`src/rtl/time_set_pkg.sv`:
```
// Shared types, limits and BCD helpers for the manual time/alarm setting controller.
package time_set_pkg;

  typedef enum logic [1:0] {
    ST_RUN    = 2'd0,
    ST_SEED   = 2'd1,
    ST_EDIT   = 2'd2,
    ST_COMMIT = 2'd3
  } state_e;

  typedef enum logic [2:0] {
    FLD_HOUR    = 3'd0,
    FLD_MIN     = 3'd1,
    FLD_SEC     = 3'd2,
    FLD_AL_HOUR = 3'd3,
    FLD_AL_MIN  = 3'd4,
    FLD_AL_SEC  = 3'd5
  } field_e;

  localparam int LIMIT_HOUR   = 24;
  localparam int LIMIT_MINSEC = 60;

  // Anything at or above limit-1 (including non-BCD digits) rolls over to 00.
  function automatic logic [7:0] bcd2_inc(input logic [7:0] v, input int limit);
    logic [3:0] last_t;
    logic [3:0] last_o;
    last_t = 4'((limit - 1) / 10);
    last_o = 4'((limit - 1) % 10);
    if (v[3:0] > 4'd9 || v[7:4] > last_t || (v[7:4] == last_t && v[3:0] >= last_o)) begin
      bcd2_inc = 8'h00;
    end else if (v[3:0] == 4'd9) begin
      bcd2_inc = {v[7:4] + 4'd1, 4'd0};
    end else begin
      bcd2_inc = {v[7:4], v[3:0] + 4'd1};
    end
  endfunction

  function automatic int field_limit(input logic [2:0] f);
    if (f == FLD_HOUR || f == FLD_AL_HOUR) begin
      field_limit = LIMIT_HOUR;
    end else begin
      field_limit = LIMIT_MINSEC;
    end
  endfunction

  // idx 0/1/2 selects the hour/min/sec byte of a packed time word.
  function automatic logic [7:0] get_slice(input logic [23:0] t, input logic [1:0] idx);
    case (idx)
      2'd0:    get_slice = t[23:16];
      2'd1:    get_slice = t[15:8];
      2'd2:    get_slice = t[7:0];
      default: get_slice = 8'h00;
    endcase
  endfunction

endpackage

```
`src/rtl/time_set_ctrl_if.sv`:
```
// Front-panel / datapath bundle of the time setting controller.
interface time_set_ctrl_if;
  logic        tick;
  logic        btn_mode;
  logic        btn_inc;
  logic [23:0] cur_time;
  logic [3:0]  set_num1;
  logic [3:0]  set_num2;
  logic        load_hour;
  logic        load_min;
  logic        load_sec;
  logic [23:0] alarm_time;
  logic        editing;
  logic [2:0]  field;

  modport master (
    output tick, btn_mode, btn_inc, cur_time,
    input  set_num1, set_num2, load_hour, load_min, load_sec, alarm_time, editing, field
  );

  modport slave (
    input  tick, btn_mode, btn_inc, cur_time,
    output set_num1, set_num2, load_hour, load_min, load_sec, alarm_time, editing, field
  );
endinterface

```
`src/rtl/time_set_ctrl_btn_edge.sv`:
```
// Rising-edge detector for an already debounced, synchronised button level.
module btn_edge (
  input  logic clk,
  input  logic rst,
  input  logic level,
  output logic pulse
);

  logic prev_r;

  // history register of the button level
  always_ff @(posedge clk) begin
    if (!rst) begin
      prev_r <= 1'b0;
    end else begin
      prev_r <= level;
    end
  end

  assign pulse = level & ~prev_r;

endmodule

```
`src/rtl/time_set_ctrl.sv`:
```
// Sequences manual setting of hour/min/sec counters and the alarm register from two buttons.
module time_set_ctrl
  import time_set_pkg::*;
#(
  parameter int HOLD_TICKS    = 4,
  parameter int TIMEOUT_TICKS = 40
) (
  input logic             clk,
  input logic             rst,
  time_set_ctrl_if.slave  bus
);

  localparam int REP_W  = $clog2(HOLD_TICKS + 1);
  localparam int IDLE_W = $clog2(TIMEOUT_TICKS + 1);
  localparam logic [REP_W-1:0]  HOLD_C = REP_W'(HOLD_TICKS);
  localparam logic [IDLE_W-1:0] IDLE_C = IDLE_W'(TIMEOUT_TICKS);

  state_e            state_r, state_s;
  logic [2:0]        field_r, field_s;
  logic [7:0]        value_r, value_s;
  logic [23:0]       alarm_r, alarm_s;
  logic [REP_W-1:0]  rep_r, rep_s;
  logic [IDLE_W-1:0] idle_r, idle_s;
  logic [7:0]        set_num_r, set_num_s;
  logic [2:0]        load_r, load_s;
  logic              editing_r, editing_s;
  logic              mode_edge_s, inc_edge_s;

  btn_edge u_mode_edge (.clk(clk), .rst(rst), .level(bus.btn_mode), .pulse(mode_edge_s));
  btn_edge u_inc_edge  (.clk(clk), .rst(rst), .level(bus.btn_inc),  .pulse(inc_edge_s));

  // next-state, edit value, alarm update and registered-output next values
  always_comb begin
    state_s = state_r;
    field_s = field_r;
    value_s = value_r;
    alarm_s = alarm_r;
    rep_s   = rep_r;
    idle_s  = idle_r;
    case (state_r)
      ST_RUN: begin
        rep_s  = '0;
        idle_s = '0;
        if (mode_edge_s) begin
          state_s = ST_SEED;
          field_s = FLD_HOUR;
        end else begin
          state_s = ST_RUN;
        end
      end
      ST_SEED: begin
        rep_s   = '0;
        idle_s  = '0;
        state_s = ST_EDIT;
        if (field_r < FLD_AL_HOUR) begin
          value_s = get_slice(bus.cur_time, field_r[1:0]);
        end else begin
          value_s = get_slice(alarm_r, 2'(field_r - 3'd3));
        end
      end
      ST_EDIT: begin
        if (!bus.btn_inc) begin
          rep_s = '0;
        end else if (bus.tick && rep_r < HOLD_C) begin
          rep_s = rep_r + REP_W'(1);
        end else begin
          rep_s = rep_r;
        end
        if (mode_edge_s || inc_edge_s || bus.btn_inc) begin
          idle_s = '0;
        end else if (bus.tick) begin
          idle_s = idle_r + IDLE_W'(1);
        end else begin
          idle_s = idle_r;
        end
        // mode outranks both a coincident inc edge and an auto-repeat step
        if (mode_edge_s) begin
          state_s = ST_COMMIT;
        end else if (idle_s == IDLE_C) begin
          state_s = ST_RUN;
          field_s = FLD_HOUR;
        end else if (inc_edge_s || (bus.btn_inc && bus.tick && rep_r >= HOLD_C)) begin
          value_s = bcd2_inc(value_r, field_limit(field_r));
        end else begin
          value_s = value_r;
        end
      end
      ST_COMMIT: begin
        case (field_r)
          FLD_AL_HOUR: alarm_s[23:16] = value_r;
          FLD_AL_MIN:  alarm_s[15:8]  = value_r;
          FLD_AL_SEC:  alarm_s[7:0]   = value_r;
          default:     alarm_s        = alarm_r;
        endcase
        if (field_r >= FLD_AL_SEC) begin
          state_s = ST_RUN;
          field_s = FLD_HOUR;
        end else begin
          state_s = ST_SEED;
          field_s = field_r + 3'd1;
        end
      end
      default: begin
        state_s = ST_RUN;
        field_s = FLD_HOUR;
      end
    endcase

    load_s = 3'b000;
    if (state_s == ST_COMMIT) begin
      case (field_r)
        FLD_HOUR: load_s = 3'b001;
        FLD_MIN:  load_s = 3'b010;
        FLD_SEC:  load_s = 3'b100;
        default:  load_s = 3'b000;
      endcase
    end else begin
      load_s = 3'b000;
    end
    if (state_s == ST_RUN) begin
      set_num_s = 8'h00;
    end else begin
      set_num_s = value_s;
    end
    editing_s = (state_s != ST_RUN);
  end

  // controller state and registered outputs
  always_ff @(posedge clk) begin
    if (!rst) begin
      state_r   <= ST_RUN;
      field_r   <= 3'd0;
      value_r   <= 8'h00;
      alarm_r   <= 24'h000000;
      rep_r     <= '0;
      idle_r    <= '0;
      set_num_r <= 8'h00;
      load_r    <= 3'b000;
      editing_r <= 1'b0;
    end else begin
      state_r   <= state_s;
      field_r   <= field_s;
      value_r   <= value_s;
      alarm_r   <= alarm_s;
      rep_r     <= rep_s;
      idle_r    <= idle_s;
      set_num_r <= set_num_s;
      load_r    <= load_s;
      editing_r <= editing_s;
    end
  end

  assign bus.set_num1   = set_num_r[7:4];
  assign bus.set_num2   = set_num_r[3:0];
  assign bus.load_hour  = load_r[0];
  assign bus.load_min   = load_r[1];
  assign bus.load_sec   = load_r[2];
  assign bus.alarm_time = alarm_r;
  assign bus.editing    = editing_r;
  assign bus.field      = field_r;

endmodule
```
`src/flat_wrapper.sv`:
```
// flat-port wrapper written by rule: the top's interface ports become plain ports
module time_set_ctrl_flat import time_set_pkg::*;
#(
  parameter int HOLD_TICKS    = 4,
  parameter int TIMEOUT_TICKS = 40
)
  (clk, rst, bus_tick, bus_btn_mode, bus_btn_inc, bus_cur_time, bus_set_num1, bus_set_num2, bus_load_hour, bus_load_min, bus_load_sec, bus_alarm_time, bus_editing, bus_field);
  time_set_ctrl_if bus_i ();
  input logic clk;
  input logic rst;
  input wire logic [$bits(bus_i.tick)-1:0] bus_tick;
  input wire logic [$bits(bus_i.btn_mode)-1:0] bus_btn_mode;
  input wire logic [$bits(bus_i.btn_inc)-1:0] bus_btn_inc;
  input wire logic [$bits(bus_i.cur_time)-1:0] bus_cur_time;
  output wire logic [$bits(bus_i.set_num1)-1:0] bus_set_num1;
  output wire logic [$bits(bus_i.set_num2)-1:0] bus_set_num2;
  output wire logic [$bits(bus_i.load_hour)-1:0] bus_load_hour;
  output wire logic [$bits(bus_i.load_min)-1:0] bus_load_min;
  output wire logic [$bits(bus_i.load_sec)-1:0] bus_load_sec;
  output wire logic [$bits(bus_i.alarm_time)-1:0] bus_alarm_time;
  output wire logic [$bits(bus_i.editing)-1:0] bus_editing;
  output wire logic [$bits(bus_i.field)-1:0] bus_field;
  assign bus_i.tick = bus_tick;
  assign bus_i.btn_mode = bus_btn_mode;
  assign bus_i.btn_inc = bus_btn_inc;
  assign bus_i.cur_time = bus_cur_time;
  assign bus_set_num1 = bus_i.set_num1;
  assign bus_set_num2 = bus_i.set_num2;
  assign bus_load_hour = bus_i.load_hour;
  assign bus_load_min = bus_i.load_min;
  assign bus_load_sec = bus_i.load_sec;
  assign bus_alarm_time = bus_i.alarm_time;
  assign bus_editing = bus_i.editing;
  assign bus_field = bus_i.field;
  time_set_ctrl #(.HOLD_TICKS(HOLD_TICKS), .TIMEOUT_TICKS(TIMEOUT_TICKS)) u_core (.clk(clk), .rst(rst), .bus(bus_i));
endmodule
```
`config.mk`:
```
export PLATFORM = sky130hd
export DESIGN_NAME = time_set_ctrl_flat
export DESIGN_NICKNAME = d
export VERILOG_FILES = /design/src/rtl/time_set_pkg.sv /design/src/rtl/time_set_ctrl_if.sv /design/src/rtl/time_set_ctrl_btn_edge.sv /design/src/rtl/time_set_ctrl.sv /design/src/flat_wrapper.sv
export SDC_FILE = /design/constraint.sdc
export NUM_CORES = 1
export LEC_CHECK = 0
export BUFFER_PORTS_ARGS = -buffer_cell sky130_fd_sc_hd__buf_2
export CAP_MARGIN = 10
export CORE_MARGIN = 4
export CORE_UTILIZATION = 52
export CTS_BUF_LIST = sky130_fd_sc_hd__clkbuf_8
export DETAILED_ROUTE_END_ITERATION = 8
export PLACE_DENSITY = 0.77
export SETUP_SLACK_MARGIN = 0.3
export SLEW_MARGIN = 5
export SYNTH_ARGS = -nofsm -noshare
export SYNTH_HDL_FRONTEND = slang
export SYNTH_SLANG_ARGS = --single-unit
export TNS_END_PERCENT = 50
```
`constraint.sdc`:
```
create_clock -name clk -period 6.9 [get_ports clk]
set_clock_uncertainty 0.15 [all_clocks]
set_input_delay 0.69 -clock clk [delete_from_list [all_inputs] [get_ports clk]]
set_output_delay 0.69 -clock clk [all_outputs]
set_load 0.02 [all_outputs]
```
==> metrics.yaml <==
status: "finished clean"
critical_path.cell_chain: "inv_1 > ha_1 > nand2b_1 > nand2_1 > ha_1 > nand2_1 > nor4_1 > o311ai_1 > a21oi_2 > o2111ai_1 > a21oi_1"
slew_headroom: 0.315
p_sw_frac: 0.254
port_buffers: 67
pre_cts_slack_ns: 3.81
vias: 3168
worstHoldStart: "u_core.idle_r[5]"
fillCellCount: 516
firstDrtPassIters: 6
die_x_um: 85.8
synth_xor_area_frac: 0.0111
drt_iter0_markers: 435
synth_top_area_frac: 0.381
power_switching_mw: 0.182
cts_tree: "done"
place.gp.congestion: 0.893
grt_usage: 0.237
crit_path_max_fanout: 20
ys_seq_elements: 60
synth_fa_ha_area_frac: 0.0715
r2r_setup_slack_ns: 3.69
internal_power_mw: 0.534
syn_area_per_cell_um2: 8.40
setup_slack_ns: 3.69
final_antenna_net_count: 0
rr_endpoint: "u_core.set_num_r[7]"
required_ns: 7.03
vias_per_cell: 6.24
final_area_um2: 3670
synth-async-reset-ratio: 0
crit_path_end_kind: "flip-flop"
die_area_um2: 7370
synth.area.top_cells: "dfxtp_1, nor2_1, ha_1"
dpl_cell_area_um2: 3480
cts_sinks: 60
fin_crit_ns: 3.21
synth_edf_count: 0
finalSetupViolations: 0
r2r_start: "u_core.bus.field[0]"
setup_tns_ns: 0
path_class: "flip-flop to flip-flop"
area.sequential_um2: 1200
antenna_cells: 0
rsz0062_at_grt: "false"
synth_cell_type_count: 55
overflow: 0
seq_area_frac_synth: 0.381
antenna_found_initial: 0
layout-drive-gt1-share: 0.217
synth_compound_area_frac: 0.242
clk_latency_ns: 0.35
synth_top_family_by_area: "compound AO/OA/AOI/OAI gates"
combPwrFrac: 0.079
fmax_mhz: 311
cts_max_level: 3
post_cts_resize_count: 0
seq_power_share: 0.493
drt-total-wl_um: 8620
cts_buffer_depth: 2
synth_cells: 375
yosysTopAreaCell: "dfxtp_1"
reg2regPathDepth: 11
grt_pass1_wl_um: 13600
hold_path_class: "flip-flop to flip-flop"
final_util: 0.623
p_clk_frac: 0.428
root_buffer: "clkbuf_8"
post-route-period-util: 0.466
yosysMostFrequentCell: "nor2_1"
synthMuxAreaShare: 0.0477
postCtsSetupBuffers: 0
maxCapViolCount: 0
nNetsFinal: 475
start_util: 0.535
syn_to_final_growth_pct: 16.4
grt_pass1_vias: 2729
crit_start: "u_core.bus.field[0]"
remaining_drc_errors: 0
syn-num-nets: 422
synth_ff_type: "dfxtp_1"
yosys-top-cells-count: "nor2_1, dfxtp_1, a21oi_1, clkbuf_1, ha_1"
slowest_stage: "dfxtp_1"
hold_ws_ns: 0.362
powerDensity_nw_per_um2: 195
core-area_um2: 5890
max-vdd-ir-drop_v: 0.000166
drv_slew: 0
synth_simple_gate_area_frac: 0.193
crit_end: "u_core.set_num_r[7]"
rows: 28
fp.dieH_um: 85.8
cpPeakStageDelay_ns: 0.46
grt_max_degree: 34
synth_area_um2: 3150
yosys_warnings: 0
cts.reportedPaths.clkPinSlew_ns: 0.07
crit_path_start_kind: "flip-flop"
numCtsBuffers: 9
worstMarginPinSlew_ns: 1.01
finalHoldViolations: 0
place_hpwl_um: 6170
ctsHoldBuffers: 0
routedWlPerCell_um: 17.0
leakagePower_nw: 1.61
multi_input_area_um2: 1780
io_pins: 68
worstPathArrival_ns: 3.34
## power by group through the flow
stage	Sequential [mW]	Clock, mW	Combinational [mW]
2_1_floorplan	0.361	0	0.0369
3_3_place_gp	0.361	0	0.0539
3_5_place_dp	0.361	0	0.0549
6_report	0.353	0.307	0.0563
5_1_grt	0.353	0.327	0.0609
4_1_cts	0.353	0.312	0.0551
## per-stage QoR
| step | std cells | total power, mW |
|---|---|---|
| detailed placement | 492 | 0.416 |
| global placement | 492 | 0.415 |
| global route | 508 | 0.741 |
| CTS | 508 | 0.720 |
| finish | 508 | 0.716 |
| floorplan | 375 | 0.398 |
## routing by layer
layer  vias to the layer above  part of all wire  GRT usage
met1                      1496              0.43      0.323
met4                         0             0.028      0.111
met5                         -                 0          0
met2                       162              0.46      0.362
li1                       1488                 -          -
met3                        22             0.088     0.0432
## worst min-delay path by stage
| stage | end | slack, ns | cells past startpoint |
|---|---|---|---|
| finish | u_core.idle_r[5] | 0.36 | 2 |
| global route | u_core.idle_r[5] | 0.40 | 2 |
| CTS | u_core.idle_r[5] | 0.36 | 2 |
| detailed placement | u_core.idle_r[5] | 0.35 | 2 |
| global placement | u_core.idle_r[5] | 0.33 | 2 |
| floorplan | u_core.idle_r[5] | 0.32 | 2 |
## logic make-up (layout without fill, tap and decap cells)
| kind of cell | Yosys count | in the layout |
|---|---|---|
| flops | 60 | 60 |
| xor+xnor | 4 | 4 |
| mux | 15 | 15 |
| buf+inv | 41 | 99 |
| compound gates | 107 | 107 |
| simple gates | 130 | 130 |
| fa+ha+maj | 18 | 18 |
## flip-flops by register name, indices dropped and copies added (netlist names), 2 cells and up
| register | cells |
|---|---|
| u_core.bus.alarm_time | 24 |
| u_core.bus.field | 3 |
| u_core.idle_r | 6 |
| u_core.load_r | 3 |
| u_core.rep_r | 3 |
| u_core.set_num_r | 8 |
| u_core.state_r | 2 |
| u_core.value_r | 8 |
## layout by cell type (no fill, tap or decap), types with 2 or more instances in the layout
cell type    n
nand3_1     12
clkinv_2     3
mux2i_1     15
nor2b_1      4
or4b_2       2
a32o_1       5
nor2_1      64
and3_1       4
o21ai_0     16
clkinvlp_4   3
ha_1        18
o211a_1      2
a31oi_1      8
nor3_1       6
buf_2       67
dfxtp_1     60
xor2_1       2
a222oi_1    16
xnor2_1      2
clkbuf_8     9
and2_1       6
inv_1       15
a21oi_1     29
a221oi_1     2
o22ai_1      9
a22oi_1      2
nand4_1      5
nand2_1     17
nand2b_1     3
## final cells by class
class,instances,area share
flip-flops and latches,60,0.328
clock buffers,9,0.0338
well taps,75,0.0256
repair buffers,68,0.0935
multi-input cells,274,0.486
inverters,15,0.0154
clock inverters,7,0.0184
## critical path: cells and delay by family (launching register included)
family	cells	cell delay (ns)
and+or+nand+nor	4	0.69
AOI/OAI and AO/OA	4	0.90
buffers and inverters	1	0.13
DFF	1	0.46
adders and majority gates	2	0.81
Note: power is estimated with default switching activity, not from simulation.
